`src/rtl/memtest_ctrl.sv`:
```
// Memory test sequencer: PASSES write/read sweeps of a PRBS16 stream over a 2^ADDR_W-word RAM, with checking.
// Run length PASSES*(2W+1)+1 cycles from start to done; no backpressure, RAM must accept a strobe every cycle.
module memtest_ctrl #(
   parameter int          ADDR_W = 5,
   parameter int          PASSES = 4,
   parameter logic [15:0] SEED   = 16'hFFFF,
   parameter int          ERR_W  = 16
) (
   input  logic              clk,
   input  logic              rst_n,
   input  logic              start,
   output logic              busy,
   output logic              done,
   output logic              fail,
   output logic [ERR_W-1:0]  err_count,
   output logic [ADDR_W-1:0] first_err_addr,
   output logic              mem_we,
   output logic              mem_re,
   output logic [ADDR_W-1:0] mem_addr,
   output logic [31:0]       mem_wdata,
   input  logic [31:0]       mem_rdata
);

   localparam int PC_W = (PASSES > 1) ? $clog2(PASSES) : 1;

   typedef enum logic [2:0] {
      IDLE,
      WRITE,
      READ,
      DRAIN,
      DONE
   } state_t;

   state_t            state;
   logic [15:0]       pass_seed;
   logic [15:0]       wr_lfsr;
   logic [15:0]       rd_lfsr;
   logic [ADDR_W-1:0] addr;
   logic [PC_W-1:0]   pass_cnt;
   logic              chk_vld;
   logic [ADDR_W-1:0] chk_addr;

   logic [15:0]       wr_nxt;
   logic [15:0]       rd_nxt;
   logic              mismatch;
   logic [ERR_W-1:0]  err_nxt;
   logic              addr_last;
   logic              last_pass;

   function automatic logic [15:0] prbs_next(input logic [15:0] s);
      return {s[14:0], s[15] ^ s[14] ^ s[12] ^ s[3]};
   endfunction

   always_comb begin
      wr_nxt    = prbs_next(wr_lfsr);
      rd_nxt    = prbs_next(rd_lfsr);
      mismatch  = chk_vld && (mem_rdata != {rd_lfsr, rd_lfsr});
      err_nxt   = err_count;
      if (mismatch && (err_count != '1))
         err_nxt = err_count + ERR_W'(1);
      addr_last = &addr;
      last_pass = (pass_cnt == PC_W'(PASSES - 1));
   end

   assign mem_addr = addr;

   always_ff @(posedge clk or negedge rst_n) begin
      if (!rst_n) begin
         state          <= IDLE;
         pass_seed      <= SEED;
         wr_lfsr        <= SEED;
         rd_lfsr        <= SEED;
         addr           <= '0;
         pass_cnt       <= '0;
         chk_vld        <= 1'b0;
         chk_addr       <= '0;
         busy           <= 1'b0;
         done           <= 1'b0;
         fail           <= 1'b0;
         err_count      <= '0;
         first_err_addr <= '0;
         mem_we         <= 1'b0;
         mem_re         <= 1'b0;
         mem_wdata      <= '0;
      end else begin
         done    <= 1'b0;
         chk_vld <= 1'b0;

         // Compare runs one cycle behind the read strobe, overlapping READ and DRAIN.
         if (chk_vld) begin
            rd_lfsr   <= rd_nxt;
            err_count <= err_nxt;
            if (mismatch && (err_count == '0))
               first_err_addr <= chk_addr;
         end

         case (state)
            IDLE: begin
               if (start) begin
                  pass_seed      <= SEED;
                  wr_lfsr        <= SEED;
                  rd_lfsr        <= SEED;
                  mem_wdata      <= {SEED, SEED};
                  pass_cnt       <= '0;
                  addr           <= '0;
                  err_count      <= '0;
                  first_err_addr <= '0;
                  fail           <= 1'b0;
                  busy           <= 1'b1;
                  mem_we         <= 1'b1;
                  state          <= WRITE;
               end
            end
            WRITE: begin
               wr_lfsr   <= wr_nxt;
               mem_wdata <= {wr_nxt, wr_nxt};
               addr      <= addr + ADDR_W'(1);
               if (addr_last) begin
                  rd_lfsr <= pass_seed;
                  mem_we  <= 1'b0;
                  mem_re  <= 1'b1;
                  state   <= READ;
               end
            end
            READ: begin
               chk_vld  <= 1'b1;
               chk_addr <= addr;
               addr     <= addr + ADDR_W'(1);
               if (addr_last) begin
                  mem_re <= 1'b0;
                  state  <= DRAIN;
               end
            end
            DRAIN: begin
               if (last_pass) begin
                  busy  <= 1'b0;
                  done  <= 1'b1;
                  fail  <= (err_nxt != '0);
                  state <= DONE;
               end else begin
                  // The stream carries on from where this pass's writes left it.
                  pass_cnt  <= pass_cnt + PC_W'(1);
                  pass_seed <= wr_lfsr;
                  rd_lfsr   <= wr_lfsr;
                  mem_we    <= 1'b1;
                  state     <= WRITE;
               end
            end
            DONE: begin
               state <= IDLE;
            end
            default: begin
               state <= IDLE;
            end
         endcase
      end
   end

endmodule
```
`config.mk`:
```
export PLATFORM = sky130hd
export DESIGN_NAME = memtest_ctrl
export DESIGN_NICKNAME = d
export VERILOG_FILES = /design/src/rtl/memtest_ctrl.sv
export SDC_FILE = /design/constraint.sdc
export NUM_CORES = 1
export LEC_CHECK = 0
export BUFFER_PORTS_ARGS = -buffer_cell sky130_fd_sc_hd__buf_2
export CAP_MARGIN = 0
export CORE_MARGIN = 2
export CORE_UTILIZATION = 38
export DETAILED_ROUTE_END_ITERATION = 6
export PLACE_DENSITY = 0.62
export SLEW_MARGIN = 20
export SYNTH_ARGS = -nofsm -noshare
export SYNTH_HDL_FRONTEND = slang
export SYNTH_SLANG_ARGS = --single-unit
```
`constraint.sdc`:
```
create_clock -name clk -period 2.55 [get_ports clk]
set_input_delay 0.1275 -clock clk [delete_from_list [all_inputs] [get_ports clk]]
set_output_delay 0.1275 -clock clk [all_outputs]
set_load 0.005 [all_outputs]
```
==> flow_summary.json <==
{
  "numCtsBuffers": 9,
  "core_area_um2": 13830,
  "cts_buffer_depth": 2,
  "period_needed_ns": 2.417,
  "drt-total-wl_um": 12850,
  "fmax_ghz": 0.4137,
  "syn_nets": 537,
  "grt_busiest_layer": "met2",
  "clock_latency_ns": 0.35,
  "worstPathMaxFanout": 5,
  "max_slew_margin": 0.6199,
  "initial_core_util": 0.3889,
  "syn_area_per_cell_um2": 10.82,
  "clock_sinks": 106,
  "synthFlopType": "dfrtp_1",
  "critPathLaunch": "rd_lfsr[12]",
  "finalSetupTns_ns": 0,
  "grt_pass1_vias": 3949,
  "syn-cell-area_um2": 5378,
  "postRouteAntennaNets": 0,
  "timing.final.crit_share": 0.9480,
  "ys_seq_area_frac": 0.5044,
  "setup_viol": 0,
  "drive_gt1_frac": 0.3545,
  "via_per_inst": 5.321,
  "dp_cells": 760,
  "synth_compound_area_frac": 0.1666,
  "fillers": 1303,
  "grt_pass1_wl_um": 20460,
  "power_leakage_uw": 0.002700,
  "grt_util_all_layers": 0.1746,
  "holdCritStartpoint": "start",
  "die-area_um2": 15120,
  "first_pass_iters": 5,
  "instances_no_fill": 778,
  "num_rows": 43,
  "hold_viol": 0,
  "max_cap_violations": 0,
  "synthAdderAreaFrac": 0.01163,
  "synthTopCellsByArea": "dfrtp_1 (27%), dfstp_2 (23%), o22a_1 (7.2%), xnor2_1 (6.7%), mux2i_1 (4.5%)",
  "dr_total_vias": 4140,
  "finalWeightedCongestion": 0.9516,
  "synthSimpleGateAreaFrac": 0.1221,
  "tightest_slew_ns": 0.5702,
  "die_x_um": 123.0,
  "ys_ff_latch": 106,
  "nets": 633,
  "syn_inst": 497,
  "async_reset_ff_frac": 1.000,
  "whs_ns": 0.3042,
  "first_iter_violations": 286,
  "clkSlewWorstSetupHoldPaths_ns": 0.08,
  "crit-reg2reg-launch": "rd_lfsr[12]",
  "dp_hpwl_um": 9037,
  "crit_path_start_kind": "register",
  "drc": 0,
  "arrival_ns": 2.65,
  "synth-edff-count": 0,
  "h-tree-depth": 3,
  "ir_worst_vdd_v": 0.0005098,
  "synth_top_family_by_area": "compound AO/OA/AOI/OAI gates",
  "cp.required_ns": 2.78,
  "met2_usage": 0.2686,
  "worstSetupPathType": "reg -> reg",
  "status": "complete, no violations",
  "synth_mux_area_frac": 0.05514,
  "io_pins": 98,
  "yosysMostFrequentCell": "dfrtp_1",
  "synth_cell_types": 49,
  "area_growth_pct": 19.85,
  "power-per-cell-area_nw_per_um2": 753.3,
  "avgRoutedWirePerCell_um": 16.51,
  "final_util": 0.4661,
  "synth_largest_area_cell": "dfrtp_1",
  "gr-usage-met1": 0.2514,
  "cts-root-buf": "clkbuf_16",
  "synth_top_area_frac": 0.2699,
  "synthXorXnorAreaFrac": 0.08306,
  "diodes": 0,
  "chipHeight_um": 123.0,
  "cts_tree": "yes",
  "hold_class": "in -> reg",
  "grt_max_degree": 107,
  "antenna_found_initial": 0,
  "rsz0062_at_grt": "true",
  "synthTopCellsByCount": "dfrtp_1 (58), dfstp_2 (48), o22a_1 (44)",
  "yosysWarnings": 0,
  "use_met3": 0.03090,
  "maxSlewViolCount": 0,
  "grt-ovfl-total": 0,
  "cp-end-kind": "register",
  "fin_skew_ns": 0.009872,
  "port_buffers": 97
}
[flip-flops by register name, summed over array words and instances, names as in the netlist, 2 cells and up]
register,cells
chk_addr,5
err_count,16
first_err_addr,5
mem_addr,5
mem_wdata,16
pass_cnt,2
pass_seed,16
rd_lfsr,16
state,3
wr_lfsr,16
[worst paths after layout]
check                      cells past startpoint  slack (ns)            end
max                                            9        0.13           fail
min                                            5        0.30       state[0]
max reg2reg                                    9        0.13           fail
min reg2reg                                    1        0.49    pass_cnt[0]
max in group asynchronous                      3        1.73     rd_lfsr[7]
min in group asynchronous                      3        0.37  mem_wdata[28]
[where the power goes]
part	switching (uW)	internal, uW	total, uW
Combinational	443	568	1010
Sequential	363	2120	2480
Clock	674	689	1360
[cells by family after synthesis]
| logic type | Yosys count |
|---|---|
| and+or+nand+nor | 126 |
| AOI/OAI and AO/OA | 121 |
| DFF | 106 |
| buffers and inverters | 59 |
| xor gates and xnor gates | 51 |
| muxes | 29 |
| adders and majority gates | 5 |
[stage by stage]
| step | total power [uW] | area [um^2] | setup slack (ns) |
|---|---|---|---|
| after global placement | 3510 | 6098 | 0.1157 |
| after floorplan | 3142 | 5378 | 0.1459 |
| after CTS | 4918 | 6394 | 0.09382 |
| after global routing | 5151 | 6445 | -0.02008 |
| final | 4855 | 6445 | 0.1327 |
| after detailed placement | 3526 | 6098 | 0.1021 |
[area by class of cell]
class | instances | area [um^2] | area share
clock buffers | 10 | 229.0 | 0.03553
multi-input cells | 332 | 2404 | 0.3729
clock inverters | 6 | 56.30 | 0.008736
inverters | 11 | 41.29 | 0.006407
well taps | 180 | 225.2 | 0.03494
flip-flops and latches | 106 | 2713 | 0.4209
repair buffers | 133 | 777.0 | 0.1206
[critical path, cell delays in order (launching register included)]
cell,delay [ns]
dfstp_2,0.60
xnor2_1,0.13
nand4_1,0.18
nor4_4,0.35
buf_4,0.19
a21oi_4,0.06
xor2_1,0.14
nand4bb_1,0.22
a2111oi_2,0.32
a21oi_1,0.10
[timing repair]
| item | in CTS | in global routing |
|---|---|---|
| hold buffers | 1 | 0 |
| endpoints found under the setup margin | 0 | 1 |
| gates resized for setup | 0 | 8 |
| endpoints found under the hold margin | 58 | 0 |
| buffers inserted | 0 | 1 |
[cells in the final DEF, fill, tap and decap left out, drive strengths merged, types with 4 or more instances in the layout]
cell type  netlist  final
buf             29    132
dfrtp           58     58
dfstp           48     48
o22a            44     44
xnor2           41     41
nor2            39     39
o21ai           28     28
mux2i           24     24
nand2           22     22
a221oi          16     16
inv             11     16
nand4           13     13
nand3           12     12
a21oi           11     11
xor2            10     10
nor3            10     10
clkbuf          19     10
and3             5      5
a31oi            5      5
mux2             5      5
ha               5      5
and2             5      5
nor4             5      5
or3              4      4
[routing by layer]
layer | wire (um) | share of wire
met4 | 167 | 0.013
met1 | 6167 | 0.48
met2 | 5883 | 0.46
met5 | 0 | 0
met3 | 627 | 0.049
Note: power is estimated with default switching activity, not from simulation.
